==> src/rtl/fft_agu_pkg.sv <==
// Shared types and helpers for the run-time sized radix-2 DIT FFT address generator.
// Combinational only; no state, no flow control.
package fft_agu_pkg;

  localparam int DEF_MAX_M = 9;
  localparam int DEF_MIN_M = 2;

  typedef enum logic [2:0] {IDLE, LOAD, ISSUE, FLUSH, DONE} state_t;

  // Reverses the low m bits of value; bits at and above m come back as 0.
  function automatic logic [31:0] bitrev(input logic [31:0] value, input int m);
    logic [31:0] r;
    r = '0;
    for (int i = 0; i < 32; i++) begin
      if (i < m) r[i] = value[5'(m - 1 - i)];
    end
    return r;
  endfunction

endpackage

==> src/rtl/fft_agu_delay.sv <==
// Write-side delay line: carries {valid, adr_a, adr_b} from issue to writeback.
// Latency LAT cycles; no backpressure, shifts every cycle.
module fft_agu_delay #(
  parameter int AW  = 9,
  parameter int LAT = 2
) (
  input  logic          clk,
  input  logic          rst_n,
  input  logic          in_vld,
  input  logic [AW-1:0] in_adr_a,
  input  logic [AW-1:0] in_adr_b,
  output logic          out_vld,
  output logic [AW-1:0] out_adr_a,
  output logic [AW-1:0] out_adr_b
);

  logic [LAT-1:0]         vld_q;
  logic [LAT-1:0][AW-1:0] a_q;
  logic [LAT-1:0][AW-1:0] b_q;

  always_ff @(posedge clk or negedge rst_n) begin
    if (!rst_n) begin
      vld_q <= '0;
      a_q   <= '0;
      b_q   <= '0;
    end else begin
      vld_q[0] <= in_vld;
      a_q[0]   <= in_adr_a;
      b_q[0]   <= in_adr_b;
      for (int i = 1; i < LAT; i++) begin
        vld_q[i] <= vld_q[i-1];
        a_q[i]   <= a_q[i-1];
        b_q[i]   <= b_q[i-1];
      end
    end
  end

  assign out_vld   = vld_q[LAT-1];
  assign out_adr_a = a_q[LAT-1];
  assign out_adr_b = b_q[LAT-1];

endmodule

==> src/rtl/fft_agu_ctrl.sv <==
// Sequencer and address generator for an in-place radix-2 DIT FFT over ping-pong banks.
// done rises m*(2^(m-1)+BF_LAT) cycles after an accepted start; start/load ignored while busy.
module fft_agu_ctrl
  import fft_agu_pkg::*;
#(
  parameter int bit_width = 16,
  parameter int MAX_M     = DEF_MAX_M,
  parameter int MIN_M     = DEF_MIN_M,
  parameter int BF_LAT    = 2,
  parameter int MW        = $clog2(MAX_M + 1)
) (
  input  logic             clk,
  input  logic             reset,
  input  logic             start,
  input  logic             load,
  input  logic [MW-1:0]    m_sel,
  input  logic [MAX_M-1:0] rd_adr,
  output logic             busy,
  output logic             done,
  output logic             err,
  output logic             rd_sel,
  output logic             we0,
  output logic             we1,
  output logic [MAX_M-1:0] adr0_a,
  output logic [MAX_M-1:0] adr0_b,
  output logic [MAX_M-1:0] adr1_a,
  output logic [MAX_M-1:0] adr1_b,
  output logic [MAX_M-2:0] twiddle_adr
);

  localparam int BW = MAX_M - 1;
  localparam int TW = MAX_M - 1;
  localparam int FW = $clog2(BF_LAT + 1) + ((bit_width > 0) ? 0 : 1);

  state_t           state, state_nxt;
  logic [MW-1:0]    m_q, s_q;
  logic [BW-1:0]    b_q, b_last;
  logic [FW-1:0]    fl_q;
  logic             err_q;
  logic             m_ok, can_start, go, reject;
  logic             last_b, last_fl, last_s, issue;
  logic [MAX_M-1:0] b_ext, span, pos, adr_a, adr_b, in_a, in_b;
  logic [TW-1:0]    tw;
  logic             d_vld;
  logic [MAX_M-1:0] d_adr_a, d_adr_b;
  int               m_lim;

  always_comb begin
    m_ok      = (int'(m_sel) >= MIN_M) && (int'(m_sel) <= MAX_M);
    can_start = (state == IDLE) || (state == LOAD) || (state == DONE);
    go        = can_start && !load && start && m_ok;
    reject    = can_start && !load && start && !m_ok;
    b_last    = BW'((1 << (int'(m_q) - 1)) - 1);
    last_b    = (b_q == b_last);
    last_fl   = (fl_q == FW'(BF_LAT - 1));
    last_s    = (s_q == m_q - 1'b1);
    issue     = (state == ISSUE);
  end

  always_ff @(posedge clk or negedge reset) begin
    if (!reset) state <= IDLE;
    else        state <= state_nxt;
  end

  always_comb begin
    state_nxt = state;
    case (state)
      IDLE, LOAD, DONE: begin
        if (load)               state_nxt = LOAD;
        else if (go)            state_nxt = ISSUE;
        else if (state == LOAD) state_nxt = IDLE;
      end
      ISSUE:   if (last_b)  state_nxt = FLUSH;
      FLUSH:   if (last_fl) state_nxt = last_s ? DONE : ISSUE;
      default: state_nxt = IDLE;
    endcase
  end

  // Stage/butterfly/flush counters; b restarts at each stage, s only moves at a flush boundary.
  always_ff @(posedge clk or negedge reset) begin
    if (!reset) begin
      m_q   <= '0;
      s_q   <= '0;
      b_q   <= '0;
      fl_q  <= '0;
      err_q <= 1'b0;
    end else begin
      err_q <= reject;
      if (go) begin
        m_q <= m_sel;
        s_q <= '0;
        b_q <= '0;
      end else if (state == ISSUE) begin
        if (last_b) fl_q <= '0;
        else        b_q  <= b_q + 1'b1;
      end else if (state == FLUSH) begin
        fl_q <= fl_q + 1'b1;
        if (last_fl && !last_s) begin
          s_q <= s_q + 1'b1;
          b_q <= '0;
        end
      end
    end
  end

  always_comb begin
    b_ext = MAX_M'(b_q);
    span  = MAX_M'(1) << s_q;
    pos   = b_ext & (span - MAX_M'(1));
    adr_a = ((b_ext >> s_q) << (s_q + 1'b1)) | pos;
    adr_b = adr_a + span;
    tw    = TW'(pos << (MAX_M - 1 - int'(s_q)));
    in_a  = issue ? adr_a : '0;
    in_b  = issue ? adr_b : '0;
    m_lim = (int'(m_sel) > MAX_M) ? MAX_M : int'(m_sel);
  end

  fft_agu_delay #(
    .AW  (MAX_M),
    .LAT (BF_LAT)
  ) u_delay (
    .clk       (clk),
    .rst_n     (reset),
    .in_vld    (issue),
    .in_adr_a  (in_a),
    .in_adr_b  (in_b),
    .out_vld   (d_vld),
    .out_adr_a (d_adr_a),
    .out_adr_b (d_adr_b)
  );

  // Reads go to bank s[0], writebacks to the other bank, so ports never collide.
  always_comb begin
    busy        = 1'b0;
    done        = 1'b0;
    err         = err_q;
    rd_sel      = 1'b0;
    we0         = 1'b0;
    we1         = 1'b0;
    adr0_a      = '0;
    adr0_b      = '0;
    adr1_a      = '0;
    adr1_b      = '0;
    twiddle_adr = '0;
    case (state)
      LOAD: begin
        we0    = 1'b1;
        adr0_a = MAX_M'(bitrev(32'(rd_adr), m_lim));
      end
      ISSUE, FLUSH: begin
        busy   = 1'b1;
        rd_sel = s_q[0];
        if (s_q[0]) begin
          we0    = d_vld;
          adr0_a = d_adr_a;
          adr0_b = d_adr_b;
          if (issue) begin
            adr1_a = adr_a;
            adr1_b = adr_b;
          end
        end else begin
          we1    = d_vld;
          adr1_a = d_adr_a;
          adr1_b = d_adr_b;
          if (issue) begin
            adr0_a = adr_a;
            adr0_b = adr_b;
          end
        end
        if (issue) twiddle_adr = tw;
      end
      DONE: begin
        done   = 1'b1;
        rd_sel = m_q[0];
        if (m_q[0]) adr1_a = rd_adr;
        else        adr0_a = rd_adr;
      end
      default: ;
    endcase
  end

endmodule

==> config.mk <==
export PLATFORM = sky130hd
export DESIGN_NAME = fft_agu_ctrl
export DESIGN_NICKNAME = d
export VERILOG_FILES = /design/src/rtl/fft_agu_pkg.sv /design/src/rtl/fft_agu_delay.sv /design/src/rtl/fft_agu_ctrl.sv
export SDC_FILE = /design/constraint.sdc
export NUM_CORES = 1
export LEC_CHECK = 0
export ABC_AREA = 1
export BUFFER_PORTS_ARGS = -buffer_cell sky130_fd_sc_hd__buf_2
export CORE_UTILIZATION = 50
export CTS_BUF_LIST = sky130_fd_sc_hd__clkbuf_4 sky130_fd_sc_hd__clkbuf_8
export DETAILED_ROUTE_END_ITERATION = 6
export PLACE_DENSITY = 0.7
export SLEW_MARGIN = 15
export SYNTH_ARGS = -nofsm -noshare
export SYNTH_HDL_FRONTEND = slang
export SYNTH_SLANG_ARGS = --single-unit
==> constraint.sdc <==
create_clock -name clk -period 5.2 [get_ports clk]
set_clock_uncertainty 0.2 [all_clocks]
set_input_delay 0.26 -clock clk [delete_from_list [all_inputs] [get_ports clk]]
set_output_delay 0.26 -clock clk [all_outputs]
set_load 0.01 [all_outputs]
==> impl_metrics.py <==
metrics = {
    "outcome": {
        "outcome": "complete, no violations",
    },
    "worst_setup_path": {
        "critPathLaunchType": "flip-flop",
        "critPathMaxStageDelay_ns": 0.47,
        "timing.reg2reg.setup_slack_ns": 1.19,
        "r2r-end": "u_delay.b_q[8]",
        "critPathRequiredTime_ns": 4.74,
        "reg2regPathDepth": 17,
        "criticalPathCategory": "reg2out",
        "worst_path_most_repeated_cell": "nand2_1",
        "crit_path_cell_trace": "buf_4, ha_1, ha_1, inv_1, nor3_1, nand2_1, nand2_1, ha_1, inv_1, fa_1, nor2_1, o21ai_0, nand2_1, a21oi_1, xnor2_1, nand3b_1, nand2_1, nand3_1, nand2_1, buf_2",
        "worst-path-max-fanout": 20,
        "crit_slowest_cell": "ha_1",
        "endpoint_kind": "output port",
        "r2r-start": "s_q[0]",
        "arrival_ns": 4.31,
    },
    "final_layout": {
        "fillers": 1029,
        "fin_nets": 973,
        "area_delta_synth_final_pct": 12.0,
        "drive_gt1_share_pct": 12.2,
        "insertedDiodeCount": 0,
    },
    "drt": {
        "dr.pass1.iters": 6,
        "drc": 0,
        "vias_per_cell": 5.61,
        "drt-total-wl_um": 16600,
        "drt_first_iter_violations": 428,
        "ant_nets": 0,
        "vias": 5952,
        "wl_per_cell_um": 15.6,
    },
    "hold_path": {
        "min_from": "m_sel[3]",
        "hold_path_class": "in2reg",
        "whs_endpoint": "m_q[3]",
        "whs_path_depth": 3,
    },
    "placed_design": {
        "io_buffers": 66,
        "place_hpwl_um": 12800,
        "dpl_worst_slack_ns": 0.821,
        "gp_congestion": 0.941,
    },
    "synthesis": {
        "synth-simple-area-share_pct": 34.2,
        "synth-async-reset-ratio_pct": 100,
        "synthXorXnorAreaFrac_pct": 2.23,
        "ys_types": 47,
        "synth-main-ff-cell": "dfrtp_1",
        "synth_edf_count": 0,
        "yosysSeqAreaShare_pct": 27.2,
        "synth_top_area_share_pct": 27.2,
        "synth_top_area_cell": "dfrtp_1",
        "synth_top_family_by_area": "simple AND/OR/NAND/NOR gates",
        "yosysWarnings": 0,
        "syn-num-nets": 912,
        "avgSynthCellArea_um2": 6.41,
        "netlist_area_um2": 5510,
        "synthMuxAreaShare_pct": 0.363,
        "synth_commonest_cells": "243 x nand2_1, 117 x inv_1, 87 x nand3_1, 65 x nor2_1, 61 x o21ai_0",
        "synth.most_common_cell": "nand2_1",
        "synth_area_leaders": "dfrtp_1 27%, nand2_1 17%, inv_1 8.0%, ha_1 7.9%, nand3_1 7.9%",
        "ys_ff_latch": 60,
        "synthAdderAreaFrac_pct": 8.31,
        "synth_compound_area_share_pct": 16.9,
        "synthCells": 859,
    },
    "clock_tree": {
        "cts_num_sinks": 60,
        "cts_buffer_depth": 2,
        "cts_tree": "yes",
        "clk_pin_slew_ns": 0.08,
        "root_buffer": "clkbuf_8",
        "h-tree-depth": 3,
        "cts_buffers": 9,
        "clock_latency_ns": 0.35,
        "cts_setup_buffers": 0,
    },
    "global_route": {
        "met3_usage_pct": 4.98,
        "antenna_found_initial": 0,
        "grt_first_pass_wirelength_um": 27600,
        "overflow": 0,
        "grtUsageTotal_pct": 30.8,
        "met2_usage_pct": 50.9,
        "use_met1_pct": 40.6,
        "grt_most_used_layer": "met2",
        "grt_pass1_vias": 5559,
        "grt_max_degree": 61,
    },
    "floorplanning": {
        "core_um2": 10500,
        "row_count": 37,
        "dieArea_um2": 11400,
        "initial_core_util_pct": 52.4,
        "fp.dieW_um": 107,
        "num_io_pins": 67,
        "fp.dieH_um": 107,
    },
    "timing": {
        "drv_slew": 0,
        "max_freq_mhz": 210,
        "setup_tns_ns": 0,
        "timing.final.crit_share_pct": 91.7,
        "hold_viol_final": 0,
        "setup_violations": 0,
        "slew_headroom_pct": 42.4,
        "rsz0062_at_grt": "no",
        "setup_slack_ns": 0.434,
        "whs_ns": 0.0391,
        "worst_slew_pin_slew_ns": 0.861,
        "layout_min_cycle_time_ns": 4.77,
    },
    "power_and_ir_drop": {
        "leakagePower_nw": 3.29,
        "peakVddDrop_v": 0.000154,
        "power_density_nw_per_um2": 164,
    },
    "job": {
        "drv_cap": 0,
    },
}
==> final cells by class <==
type / instances / area [µm²] / share of cell area (%)
Multi-Input combinational cell: 650 / 3420 / 55.4
Sequential cell: 60 / 1500 / 24.3
Inverter: 122 / 462 / 7.48
Timing Repair Buffer: 77 / 420 / 6.81
Tap cell: 136 / 170 / 2.76
Clock buffer: 10 / 138 / 2.23
Clock inverter: 6 / 63.8 / 1.03
==> where the power goes <==
group	switching, mW	internal (mW)	total, mW
Clock	0.196	0.233	0.430
Sequential	0	0.466	0.466
Combinational	0.0760	0.0400	0.116
Total	0.273	0.740	1.01
==> metrics by stage <==
stage | cells | cell area (µm²) | utilization [%] | total power [mW]
final | 1061 | 6170 | 58.7 | 1.01
after global routing | 1061 | 6170 | 58.7 | 1.07
after CTS | 1061 | 6170 | 58.7 | 1.02
after detailed placement | 1042 | 5940 | 56.5 | 0.587
after global placement | 1042 | 5940 | 56.5 | 0.587
after floorplan | 859 | 5510 | - | 0.550
==> placed cells by master, fill, tap and decap left out, types with 2 or more instances in the layout <==
| cell type | instances |
|---|---|
| buf_4 | 8 |
| nand3_1 | 87 |
| nand2_2 | 4 |
| a21oi_2 | 2 |
| nor3_1 | 13 |
| ha_1 | 35 |
| a22oi_1 | 7 |
| a31oi_1 | 2 |
| a21o_1 | 2 |
| nor3_2 | 2 |
| clkbuf_8 | 10 |
| xnor2_1 | 4 |
| clkinvlp_4 | 3 |
| o211ai_1 | 11 |
| o21bai_1 | 5 |
| buf_2 | 66 |
| o21ai_0 | 61 |
| nor2_2 | 5 |
| o31ai_1 | 2 |
| inv_2 | 3 |
| dfrtp_1 | 60 |
| o22ai_1 | 24 |
| dlygate4sd3_1 | 3 |
| clkinv_2 | 2 |
| nand3b_1 | 4 |
| a21oi_1 | 34 |
| xor2_1 | 10 |
| mux2i_1 | 2 |
| nor2_1 | 65 |
| and2_1 | 2 |
| nand4_1 | 9 |
| inv_1 | 117 |
| a32o_1 | 2 |
| nand2_1 | 243 |
==> layer usage <==
layer / share of wire, % / routed length [µm] / vias to the layer above
li1: - / - / 2945
met1: 45 / 7480 / 2776
met2: 47 / 7750 / 199
met3: 5.9 / 972 / 32
met4: 2.2 / 369 / 0
met5: 0 / 0 / -
==> cell families (layout without fill, tap and decap cells) <==
family          Yosys count  in the layout
mux                       2              2
compound gates          158            158
fa+ha+maj                36             36
flops                    60             60
simple gates            440            440
buf+inv                 149            215
xor+xnor                 14             14
==> sequential cells by signal, indices dropped and copies added, names as in the netlist <==
signal             count
m_q                    4
state                  3
err                    1
u_delay.a_q            9
u_delay.out_adr_a      9
b_q                    8
fl_q                   2
u_delay.out_adr_b      9
u_delay.vld_q          2
u_delay.b_q            9
s_q                    4
==> worst max path at each step <==
stage / start / to / slack, ns / cells past startpoint
CTS: s_q[0] / adr0_b[7] / 0.42 / 22
global route: s_q[0] / adr0_b[7] / 0.03 / 22
global placement: s_q[0] / adr0_b[7] / 0.91 / 22
finish: s_q[0] / adr1_b[8] / 0.43 / 20
floorplan: s_q[0] / adr0_b[7] / 1.08 / 24
detailed placement: s_q[0] / adr0_b[7] / 0.82 / 22
==> worst max-delay path: cells and delay by family, from the launching register on <==
family / cells / cell delay, ns
AO/OA/AOI/OAI: 2 / 0.20
adder cells (fa/ha/maj): 4 / 1.26
flip-flops: 1 / 0.38
XOR/XNOR: 1 / 0.14
buffers and inverters: 4 / 0.58
AND/OR/NAND/NOR: 9 / 1.39
==> timing repair <==
item                       in CTS  in global routing
hold buffers                    3                  0
setup endpoints to repair       0                  2
resized for setup               0                  1
hold endpoints to repair       62                  0
(Power assumes the default switching activity.)
